$ cat src/rtl/write_mem_stage.sv
// ---------------------------------------------------------------------------
// write_mem_stage
//
// Store-side pipeline stage between execute and retire. Every accepted
// instruction bundle is forwarded with one cycle of latency. Stores with a
// non-zero byte-enable mask are pushed into an in-order store buffer that
// drains to data memory over a valid/ready write channel. When the buffer
// is full the stage stops accepting any bundle, stalling the pipeline.
//
// Ports
//   clk, rst       clock; synchronous active-high reset
//   in_valid       upstream bundle valid
//   in_ready       stage can accept a bundle (buffer not full)
//   in_addr        instruction word address
//   in_insn        instruction word
//   in_is_store    bundle carries a store
//   in_st_addr     store word address
//   in_st_data     store data
//   in_st_be       store byte enables (all-zero: forwarded, not buffered)
//   out_valid      forwarded bundle valid
//   out_addr       forwarded instruction address
//   out_insn       forwarded instruction word
//   mem_wr_valid   write request valid (buffer not empty)
//   mem_wr_ready   memory accepts the head write
//   mem_wr_addr    head entry address
//   mem_wr_data    head entry data
//   mem_wr_be      head entry byte enables
//   sb_empty       no pending stores
//   sb_count       number of occupied buffer entries
// ---------------------------------------------------------------------------
module write_mem_stage #(
  parameter int unsigned ADDR_WIDTH = 30,
  parameter int unsigned INSN_WIDTH = 32,
  parameter int unsigned DATA_WIDTH = 32,
  parameter int unsigned SB_DEPTH   = 4,
  localparam int unsigned BE_WIDTH  = DATA_WIDTH / 8,
  localparam int unsigned CNT_W     = $clog2(SB_DEPTH + 1)
) (
  input  logic                  clk,
  input  logic                  rst,

  input  logic                  in_valid,
  output logic                  in_ready,
  input  logic [ADDR_WIDTH-1:0] in_addr,
  input  logic [INSN_WIDTH-1:0] in_insn,
  input  logic                  in_is_store,
  input  logic [ADDR_WIDTH-1:0] in_st_addr,
  input  logic [DATA_WIDTH-1:0] in_st_data,
  input  logic [BE_WIDTH-1:0]   in_st_be,

  output logic                  out_valid,
  output logic [ADDR_WIDTH-1:0] out_addr,
  output logic [INSN_WIDTH-1:0] out_insn,

  output logic                  mem_wr_valid,
  input  logic                  mem_wr_ready,
  output logic [ADDR_WIDTH-1:0] mem_wr_addr,
  output logic [DATA_WIDTH-1:0] mem_wr_data,
  output logic [BE_WIDTH-1:0]   mem_wr_be,

  output logic                  sb_empty,
  output logic [CNT_W-1:0]      sb_count
);

  localparam int unsigned PTR_W = $clog2(SB_DEPTH);

  // Store buffer storage; contents are deliberately not reset.
  logic [ADDR_WIDTH-1:0] sb_addr [SB_DEPTH];
  logic [DATA_WIDTH-1:0] sb_data [SB_DEPTH];
  logic [BE_WIDTH-1:0]   sb_be   [SB_DEPTH];

  logic [PTR_W-1:0] wr_ptr;
  logic [PTR_W-1:0] rd_ptr;
  logic [CNT_W-1:0] count;

  logic full;
  logic empty;
  logic accept;
  logic push;
  logic pop;

  // Status flags come straight from the registered count, so in_ready and
  // mem_wr_valid have no combinational dependency on in_valid/mem_wr_ready.
  assign full     = (count == CNT_W'(SB_DEPTH));
  assign empty    = (count == '0);
  assign in_ready = ~full;
  assign sb_empty = empty;
  assign sb_count = count;

  // The write request is masked during reset so that stores being discarded
  // can never be handed to memory in the reset cycle itself.
  assign mem_wr_valid = ~empty & ~rst;
  assign mem_wr_addr  = sb_addr[rd_ptr];
  assign mem_wr_data  = sb_data[rd_ptr];
  assign mem_wr_be    = sb_be[rd_ptr];

  assign accept = in_valid & in_ready & ~rst;
  assign push   = accept & in_is_store & (in_st_be != '0);
  assign pop    = mem_wr_valid & mem_wr_ready;

  // Forward path: one-cycle latency, no downstream backpressure.
  always_ff @(posedge clk) begin
    if (rst) begin
      out_valid <= 1'b0;
    end else begin
      out_valid <= accept;
    end
  end

  always_ff @(posedge clk) begin
    if (accept) begin
      out_addr <= in_addr;
      out_insn <= in_insn;
    end
  end

  // Buffer bookkeeping. Pointers are PTR_W bits wide and wrap naturally
  // because SB_DEPTH is a power of two.
  always_ff @(posedge clk) begin
    if (rst) begin
      wr_ptr <= '0;
      rd_ptr <= '0;
      count  <= '0;
    end else begin
      if (push) begin
        wr_ptr <= wr_ptr + PTR_W'(1);
      end
      if (pop) begin
        rd_ptr <= rd_ptr + PTR_W'(1);
      end
      if (push && !pop) begin
        count <= count + CNT_W'(1);
      end else if (pop && !push) begin
        count <= count - CNT_W'(1);
      end
    end
  end

  // A push never targets the head slot while it is being presented, since a
  // push only happens when not full and the head is then a different slot.
  always_ff @(posedge clk) begin
    if (push) begin
      sb_addr[wr_ptr] <= in_st_addr;
      sb_data[wr_ptr] <= in_st_data;
      sb_be[wr_ptr]   <= in_st_be;
    end
  end

endmodule
$ cat config.mk
export PLATFORM = sky130hd
export DESIGN_NAME = write_mem_stage
export DESIGN_NICKNAME = d
export VERILOG_FILES = /design/src/rtl/write_mem_stage.sv
export SDC_FILE = /design/constraint.sdc
export NUM_CORES = 1
export LEC_CHECK = 0
export BUFFER_PORTS_ARGS = -buffer_cell sky130_fd_sc_hd__buf_2
export CAP_MARGIN = 5
export CORE_MARGIN = 2
export CORE_UTILIZATION = 55
export CTS_CLUSTER_SIZE = 28
export DETAILED_ROUTE_END_ITERATION = 6
export PLACE_DENSITY = 0.81
export SYNTH_ARGS = -nofsm -noshare
export SYNTH_HDL_FRONTEND = slang
export SYNTH_SLANG_ARGS = --single-unit
export TNS_END_PERCENT = 1
$ cat constraint.sdc
create_clock -name clk -period 4.25 [get_ports clk]
set_input_delay 0.425 -clock clk [delete_from_list [all_inputs] [get_ports clk]]
set_output_delay 0.425 -clock clk [all_outputs]
set_load 0.005 [all_outputs]
==> results of run 1 <==
[report_power, final]
part	switching, mW	internal [mW]
logic	0.307	0.412
clock network	1.14	1.71
registers	0.113	3.74
total	1.56	5.86
[cell usage after synthesis]
cell type and number:
edfxtp_1 326, mux4_2 66, dfxtp_1 10, buf_2 7
and2_1 6, nor2_1 6, ha_1 5, buf_4 4
clkbuf_1 4, xor2_1 4, inv_1 3, mux2i_1 2
a21oi_1 1, and3_4 1, buf_6 1, fa_1 1
nand2b_1 1, nand4_1 1, nor2b_1 1, nor3_1 1
o21ai_0 1, o311ai_0 1, o31ai_1 1, o31ai_2 1
o41a_1 1, or2_2 1, or3_1 1, or3b_4 1
[metrics by stage]
stage / cells / util, % / power (mW) / setup slack (ns) / hold slack [ns]
final: 1050 / 69.25 / 7.419 / 1.372 / 0.1047
after global routing: 1049 / 69.24 / 7.679 / 1.178 / 0.08395
after CTS: 1048 / 69.22 / 7.499 / 1.271 / 0.08672
after detailed placement: 987 / 64.12 / 4.659 / 1.771 / 0.5103
after global placement: 987 / 64.12 / 4.629 / 1.837 / 0.4916
after floorplan: 459 / - / 4.304 / 1.338 / 0.4750
[area by class of cell]
cell class	instances	area, µm²
fill	1292	6485
antenna	2	5.005
multi-input combinational	104	1804
clock buffer	47	963.4
timing repair buffer	269	1364
tap	275	344.1
sequential	336	9997
clock inverter	14	113.9
inverter	3	11.26
[kinds of logic after synthesis]
group,Yosys count,share of synthesized area [%]
DFF,336,84.05
muxes,68,12.68
and+or+nand+nor,20,1.000
buffers and inverters,19,0.8632
AOI/OAI and AO/OA,6,0.4210
adders and majority gates,6,0.6948
xor gates and xnor gates,4,0.2947
[per-layer routing]
metal,global-route usage [%],part of all wire (%),vias up
li1,-,-,2530
met5,0,0.055,-
met2,36.89,53,284
met3,6.024,8.6,44
met1,25.19,36,2962
met4,6.636,2.3,2
[sequential cells by signal, indices dropped and copies added (netlist names), named ones only]
signal     count
sb_data      128
sb_be         16
rd_ptr         2
sb_addr      120
out_addr      30
sb_count       3
wr_ptr         2
out_insn      32
out_valid      1
[layout by cell type (no fill, tap or decap), types with 2 or more instances in the layout]
cell       netlist  final
mux4_2          66     66
inv_1            3      3
edfxtp_1       326    326
buf_2            7    267
nor2_1           6      6
bufinv_16        0      2
clkbuf_16        0     37
ha_1             5      5
dfxtp_4          0      2
dfxtp_1         10      8
clkinv_2         0      7
clkinv_1         0      5
xor2_1           4      4
clkbuf_1         4     10
mux2i_1          2      2
diode_2          0      2
and2_4           0      4
[worst paths after layout]
kind | endpoint | slack (ns) | cells after the start
hold reg to reg | rd_ptr[1]$_SDFFE_PP0P_ | 0.52 | 2
hold / removal | out_insn[0]$_DFFE_PN_ | 0.10 | 1
setup / recovery | mem_wr_addr[16] | 1.37 | 3
setup reg to reg | sb_count[2]$_SDFFE_PP0P_ | 1.91 | 8
==> impl_metrics.env, run 1 <==
export IMPL_grt_setup_unrepaired="no"
export IMPL_grt_max_degree=67
export IMPL_finalClockSkew_ns=0.01543
export IMPL_crit_buf_inv=2
export IMPL_first_global_vias=6330
export IMPL_ant_nets=0
export IMPL_slew_headroom_pct=31.19
export IMPL_final_hold_violation_count=0
export IMPL_drv_slew=0
export IMPL_status="finished, final reports clean"
export IMPL_placed_area_mm2=0.01352
export IMPL_cts_setup_buffers=0
export IMPL_dr_pass1_iters=4
export IMPL_worst_setup_path_type="flop to output port"
export IMPL_drive_above_1_share_pct=50.71
export IMPL_gp_congestion=0.8118
export IMPL_synth_top_area_share_pct=82.37
export IMPL_cts_resized=0
export IMPL_clock_path_buffers=3
export IMPL_coreArea_mm2=0.02109
export IMPL_synthTopCellsByArea="edfxtp_1, mux4_2, dfxtp_1, ha_1, and2_1"
export IMPL_synth_area_mm2=0.01189
export IMPL_wl_per_cell_um=22.69
export IMPL_hold_path_startpoint="in_insn[0]"
export IMPL_syn_avg_cell_area_um2=25.89
export IMPL_yosysWarnings=0
export IMPL_root_buffer="clkbuf_16"
export IMPL_end_kind="output port"
export IMPL_synth_distinct_cells=28
export IMPL_ys_ff_latch=336
export IMPL_nNetsFinal=887
export IMPL_cts_sinks=336
export IMPL_r2r_start="sb_count[0]$_SDFFE_PP0P_"
export IMPL_grt_total_usage_pct=20.95
export IMPL_dieHeight_um=151
export IMPL_crit_chain="buf_12 > mux4_2 > buf_2"
export IMPL_start_util_pct=56.36
export IMPL_max_freq_ghz=0.3475
export IMPL_io_pins=268
export IMPL_syn_inst=459
export IMPL_ys_seq_area_share_pct=84.05
export IMPL_drcViolationCount=0
export IMPL_hp_class="primary input to flop"
export IMPL_fin_crit_ns=2.878
export IMPL_setup_viol=0
export IMPL_crit_arrival_ns=2.45
export IMPL_core_rowCount=53
export IMPL_htree_levels=2
export IMPL_hpwl_um=14870
export IMPL_cts_tree="built"
export IMPL_maxCapViolCount=0
export IMPL_crit_family="flip-flops"
export IMPL_dieArea_mm2=0.02280
export IMPL_cp_max_fo=40
export IMPL_clk_latency_ns=0.50
export IMPL_stdcell_area_mm2=0.01460
export IMPL_cp_required_ns=3.83
export IMPL_p_leak_nw=5.129
export IMPL_worstMarginPinSlew_ns=1.032
export IMPL_wl_um=23820
export IMPL_start_kind="flop"
export IMPL_hold_buffers=0
export IMPL_drt_iter0_drc=362
export IMPL_num_vias=5822
export IMPL_setup_tns_final_ns=0
export IMPL_gr_total_overflow=0
export IMPL_die_w_um=151
export IMPL_cts_buffers_inserted=34
export IMPL_grt_pass1_wl_um=35240
export IMPL_cp_slowest_cell="dfxtp_4"
export IMPL_crit_path_max_incr_delay_ns=0.89
export IMPL_antenna_found_initial=3
export IMPL_fin_crit_sh_pct=67.72
export IMPL_areaGrowthSynthToFinish_pct=22.87
export IMPL_yosys_area_top_type="edfxtp_1"
export IMPL_clk_pin_slew_ns=0.06
export IMPL_portBuffers=267
export IMPL_syn_num_nets=598
export IMPL_routed_via_density=5.545
export IMPL_p_per_area_mw_per_mm2=508.0
export IMPL_vdd_drop_max_uv=358.8
Note: power is estimated with default switching activity, not from simulation.
==> run 2, diff against run 1 <==
--- a/config.mk
+++ b/config.mk
@@ -8,10 +8,10 @@
 export BUFFER_PORTS_ARGS = -buffer_cell sky130_fd_sc_hd__buf_2
 export CAP_MARGIN = 5
 export CORE_MARGIN = 2
-export CORE_UTILIZATION = 55
+export CORE_UTILIZATION = 54
 export CTS_CLUSTER_SIZE = 28
 export DETAILED_ROUTE_END_ITERATION = 6
-export PLACE_DENSITY = 0.81
+export PLACE_DENSITY = 0.8
 export SYNTH_ARGS = -nofsm -noshare
 export SYNTH_HDL_FRONTEND = slang
 export SYNTH_SLANG_ARGS = --single-unit
==> constraint.sdc (replaced) <==
create_clock -name clk -period 2.7 [get_ports clk]
set_input_delay 0.27 -clock clk [delete_from_list [all_inputs] [get_ports clk]]
set_output_delay 0.27 -clock clk [all_outputs]
set_load 0.005 [all_outputs]
==> impl_metrics.env, run 2 (synthesis gave the netlist of run 1 again) <==
export IMPL_status="finished, final reports clean"
export IMPL_largest_register_ffs=128
export IMPL_worstMarginPinSlew_ns=0.5847
export IMPL_portBuffers=267
export IMPL_final_util_pct=74.25
export IMPL_place_ws_ns=0.4183
export IMPL_fin_crit_ns=2.464
export IMPL_start_kind="flop"
export IMPL_cts_resized=0
export IMPL_pwr_share_comb_pct=11.8
export IMPL_placed_area_mm2=0.01377
export IMPL_cts_sinks=336
export IMPL_end_kind="output port"
export IMPL_num_vias=6500
export IMPL_pwr_share_clk_pct=37.9
export IMPL_cp_slowest_cell="dfxtp_4"
export IMPL_p_per_area_mw_per_mm2=744.2
export IMPL_reg_top3="sb_data: 128 flops, sb_addr: 120 flops, out_insn: 32 flops"
export IMPL_core_rowCount=54
export IMPL_die_w_um=152.4
export IMPL_regMostFlops="sb_data"
export IMPL_cp_max_fo=25
export IMPL_fin_crit_sh_pct=91.26
export IMPL_stdcell_area_mm2=0.01610
export IMPL_cts_setup_buffers=0
export IMPL_worst_setup_path_type="flop to output port"
export IMPL_drive_above_1_share_pct=45.25
export IMPL_final_hold_violation_count=0
export IMPL_crit_arrival_ns=2.19
export IMPL_clock_path_buffers=3
export IMPL_power_share_switching_pct=21.82
export IMPL_cp_required_ns=2.43
export IMPL_gr_total_overflow=0
export IMPL_ant_nets=0
export IMPL_clk_pin_slew_ns=0.06
export IMPL_areaGrowthSynthToFinish_pct=35.50
export IMPL_wl_um=27890
export IMPL_drcViolationCount=0
export IMPL_grt_pass1_wl_um=42080
export IMPL_finalWorstSetupSlack_ns=0.2360
export IMPL_grt_max_degree=43
export IMPL_gp_congestion=0.8715
export IMPL_dieArea_mm2=0.02321
export IMPL_finalClockSkew_ns=0.01173
export IMPL_dieHeight_um=152.4
export IMPL_htree_levels=2
export IMPL_maxCapViolCount=0
export IMPL_cts_buffers_inserted=34
export IMPL_pwr_share_seq_pct=50.3
export IMPL_crit_chain="buf_4 > mux4_2 > buf_2"
export IMPL_setup_viol=0
export IMPL_slew_headroom_pct=61.02
export IMPL_dr_pass1_iters=5
export IMPL_cts_tree="built"
export IMPL_hold_buffers=123
export IMPL_power_switching_mw=2.615
export IMPL_max_freq_ghz=0.4058
export IMPL_grt_setup_unrepaired="no"
export IMPL_grt_total_usage_pct=24.22
export IMPL_final_cell_mix="edfxtp_1, buf_2, dlygate4sd3_1, mux4_2, clkbuf_16"
export IMPL_nNetsFinal=1029
export IMPL_routed_via_density=5.435
export IMPL_coreArea_mm2=0.02169
export IMPL_antenna_found_initial=2
export IMPL_final_common_cell="edfxtp_1"
export IMPL_start_util_pct=54.80
export IMPL_clk_latency_ns=0.50
export IMPL_drt_iter0_drc=408
export IMPL_power_mw=11.99
export IMPL_crit_path_max_incr_delay_ns=0.69
export IMPL_setup_tns_final_ns=0
export IMPL_p_leak_nw=5.766
export IMPL_p_int_mw=9.370
export IMPL_root_buffer="clkbuf_16"
export IMPL_drv_slew=0
export IMPL_hpwl_um=16850
export IMPL_hp_class="primary input to flop"
export IMPL_vdd_drop_max_uv=474.1
export IMPL_first_global_vias=7142
export IMPL_wl_per_cell_um=23.32
export IMPL_io_pins=268
[run 2: power by group through the flow]
stage	Sequential, mW	Clock (mW)	Combinational (mW)
after floorplan	6.06	0	0.714
after global placement	6.12	0	1.23
after detailed placement	6.14	0	1.26
after CTS	6.03	4.60	1.42
after global routing	6.05	4.79	1.51
final	6.03	4.55	1.41
[run 2: metal layers]
metal | share of wire [%] | global-route usage [%] | vias up
met5 | 0.047 | 0 | -
met4 | 3.3 | 7.966 | 2
met3 | 7.2 | 5.461 | 63
met2 | 53 | 43.52 | 328
met1 | 36 | 29.27 | 3300
li1 | - | - | 2807
[run 2: through the flow]
stage          hold WS, ns  cells
2_1_floorplan       0.3689    459
3_3_place_gp        0.4476   1010
3_5_place_dp        0.4484   1010
4_1_cts           0.001204   1194
5_1_grt          0.0002751   1196
6_report           0.02159   1196
[run 2: worst paths after layout]
kind,slack [ns],depth (start not counted),startpoint,endpoint
worst min-delay path,0.02,1,in_st_addr[5],sb_addr[3][5]$_DFFE_PP_
worst max register to register,0.43,8,sb_count[0]$_SDFFE_PP0P_,sb_count[2]$_SDFFE_PP0P_
worst min register to register,0.54,2,rd_ptr[1]$_SDFFE_PP0P_,flop
worst max-delay path,0.24,3,flop,mem_wr_data[1]
[run 2: final cells by class]
cell class / instances / area [µm²]
sequential: 336 / 9997
fill: 1166 / 5584
timing repair buffer: 411 / 2853
multi-input combinational: 104 / 1804
clock buffer: 39 / 890.9
tap: 280 / 350.3
clock inverter: 22 / 195.2
inverter: 3 / 11.26
antenna: 1 / 2.502
[run 2: worst max-delay path, delay by kind of cell, from the launching register on]
kind,cells,cell delay [ns]
muxes,1,0.53
DFF,1,0.69
buffers and inverters,2,0.47
==> run 3, diff against run 2 <==
--- a/config.mk
+++ b/config.mk
@@ -11,7 +11,7 @@
 export CORE_UTILIZATION = 54
 export CTS_CLUSTER_SIZE = 28
 export DETAILED_ROUTE_END_ITERATION = 6
-export PLACE_DENSITY = 0.8
+export PLACE_DENSITY = 0.84
 export SYNTH_ARGS = -nofsm -noshare
 export SYNTH_HDL_FRONTEND = slang
 export SYNTH_SLANG_ARGS = --single-unit
==> impl_metrics.env, run 3 (synthesis gave the netlist of run 1 again) <==
export IMPL_grt_met1_usage_pct=29.20
export IMPL_die_w_um=152.4
export IMPL_drive_above_1_share_pct=44.43
export IMPL_grt_busiest_layer="met2"
export IMPL_cp_required_ns=2.43
export IMPL_grtUsageMet3_pct=4.920
export IMPL_drv_slew=0
export IMPL_areaGrowthSynthToFinish_pct=33.71
export IMPL_crit_arrival_ns=2.15
export IMPL_hpwl_um=16970
export IMPL_r2r_end="sb_count[2]$_SDFFE_PP0P_"
export IMPL_setup_viol=0
export IMPL_fin_crit_ns=2.419
export IMPL_hp_class="primary input to flop"
export IMPL_wl_per_cell_um=24.29
export IMPL_final_util_pct=73.27
export IMPL_max_freq_ghz=0.4134
export IMPL_first_global_vias=7056
export IMPL_cts_tree="built"
export IMPL_core_rowCount=54
export IMPL_crit_buf_inv=2
export IMPL_routed_via_density=5.505
export IMPL_slew_headroom_pct=35.38
export IMPL_crit_cells=3
export IMPL_largest_register_ffs=128
export IMPL_portBuffers=267
export IMPL_antenna_found_initial=1
export IMPL_dieHeight_um=152.4
export IMPL_endpoint="mem_wr_addr[13]"
export IMPL_wl_um=28640
export IMPL_grt_total_usage_pct=24.61
export IMPL_final_cell_mix="edfxtp_1, buf_2, dlygate4sd3_1, mux4_2, clkbuf_16"
export IMPL_num_vias=6490
export IMPL_gr_total_overflow=0
export IMPL_p_leak_nw=5.663
export IMPL_end_kind="output port"
export IMPL_start_kind="flop"
export IMPL_clock_path_buffers=3
export IMPL_fin_crit_sh_pct=89.59
export IMPL_finalWorstSetupSlack_ns=0.2811
export IMPL_cts_buffers_inserted=34
export IMPL_grt_pass1_wl_um=42420
export IMPL_drt_iter0_drc=578
export IMPL_final_common_cell="edfxtp_1"
export IMPL_worst_setup_path_type="flop to output port"
export IMPL_ant_nets=0
export IMPL_start_util_pct=54.80
export IMPL_r2r_slack_ns=0.32
export IMPL_dieArea_mm2=0.02321
export IMPL_crit_chain="buf_12 > mux4_2 > buf_2"
export IMPL_vdd_drop_max_uv=695.1
export IMPL_clk_pin_slew_ns=0.06
export IMPL_place_ws_ns=0.3493
export IMPL_cts_sinks=336
export IMPL_crit_family="multiplexers"
export IMPL_status="finished, final reports clean"
export IMPL_grt_setup_unrepaired="no"
export IMPL_clk_latency_ns=0.50
export IMPL_ff2ff_path_depth=8
export IMPL_hold_path_startpoint="in_st_data[5]"
export IMPL_finalClockSkew_ns=0.02130
export IMPL_p_per_area_mw_per_mm2=748.6
export IMPL_cp_max_fo=66
export IMPL_dr_pass1_iters=5
export IMPL_reg_top3="sb_data: 128 flops, sb_addr: 120 flops, out_insn: 32 flops"
export IMPL_final_hold_violation_count=0
export IMPL_coreArea_mm2=0.02169
export IMPL_drcViolationCount=0
export IMPL_worstMarginPinSlew_ns=0.9693
export IMPL_regMostFlops="sb_data"
export IMPL_grt_max_degree=67
export IMPL_crit_path_max_incr_delay_ns=0.63
export IMPL_maxCapViolCount=0
export IMPL_grt_util_met2_pct=44.21
export IMPL_htree_levels=2
export IMPL_cp_slowest_cell="mux4_2"
export IMPL_cts_setup_buffers=0
export IMPL_r2r_start="sb_count[0]$_SDFFE_PP0P_"
export IMPL_gp_congestion=0.9157
export IMPL_root_buffer="clkbuf_16"
export IMPL_nNetsFinal=1014
export IMPL_fillers=1243
export IMPL_io_pins=268
run 3: cell count changes in the layout (fill, tap and decap cells not counted):
cell / previous run / this run
inv_6: 3 / 2
buf_12: 10 / 6
clkinv_2: 6 / 1
bufinv_16: 3 / 2
clkbuf_1: 4 / 9
buf_4: 10 / 6
clkinvlp_4: 3 / 1
clkbuf_8: 0 / 2
dlygate4sd3_1: 124 / 117
run 3: area by class of cell:
class	count	area, µm²	share of cell area [%]
diodes	1	2.502	0.01575
clock buffers	46	937.1	5.897
clock inverters	13	116.4	0.7322
inverters	3	11.26	0.07086
multi-input cells	104	1804	11.35
flip-flops and latches	336	9997	62.91
well taps	280	350.3	2.205
repair buffers	396	2673	16.82
run 3: worst reg2reg max path, cell delays in order (launching register included):
cell and delay (ns):
dfxtp_1 0.39, o31ai_1 0.43, or2_2 0.20, ha_1 0.20, inv_1 0.08, fa_1 0.37
xor2_1 0.18, or3_1 0.32, a21oi_1 0.14
run 3: repair_timing:
action,in CTS,in global routing
endpoints found under the setup margin,0,0
gates resized for setup,0,0
hold buffers,116,1
endpoints found under the hold margin,271,1
run 3: routing by layer:
metal	part of all wire [%]	vias to the layer above	routed length, µm
met5	0	-	0
met4	4.1	0	1164
met3	6.6	75	1892
met2	53	332	15270
met1	36	3299	10310
li1	-	2784	-
run 3: power breakdown:
part / switching (mW) / internal (mW) / total, mW
logic: 0.669 / 0.770 / 1.44
registers: 0.0827 / 5.89 / 5.97
clock network: 1.86 / 2.63 / 4.48
total: 2.61 / 9.29 / 11.9
run 3: how the worst min path moves through the flow:
stage,cells after the start,to,slack (ns)
floorplan,0,out_addr[0]$_DFFE_PN_,0.37
global placement,1,out_addr[7]$_DFFE_PN_,0.45
detailed placement,1,out_addr[15]$_DFFE_PN_,0.45
CTS,1,sb_addr[2][25]$_DFFE_PP_,0.00002
global route,1,sb_addr[0][25]$_DFFE_PP_,0.0004
finish,1,sb_data[0][5]$_DFFE_PP_,0.02
run 3: per-stage QoR:
| stage | hold slack [ns] | power [mW] | cells | setup TNS, ns | instance area (µm²) |
|---|---|---|---|---|---|
| 2_1_floorplan | 0.3689 | 6.774 | 459 | -41.67 | 11890 |
| 3_3_place_gp | 0.4465 | 7.329 | 1002 | 0 | 13660 |
| 3_5_place_dp | 0.4481 | 7.373 | 1002 | 0 | 13660 |
| 4_1_cts | 0.00002406 | 11.91 | 1177 | 0 | 15880 |
| 5_1_grt | 0.0004033 | 12.28 | 1179 | 0 | 15890 |
| 6_report | 0.02280 | 11.90 | 1179 | 0 | 15890 |
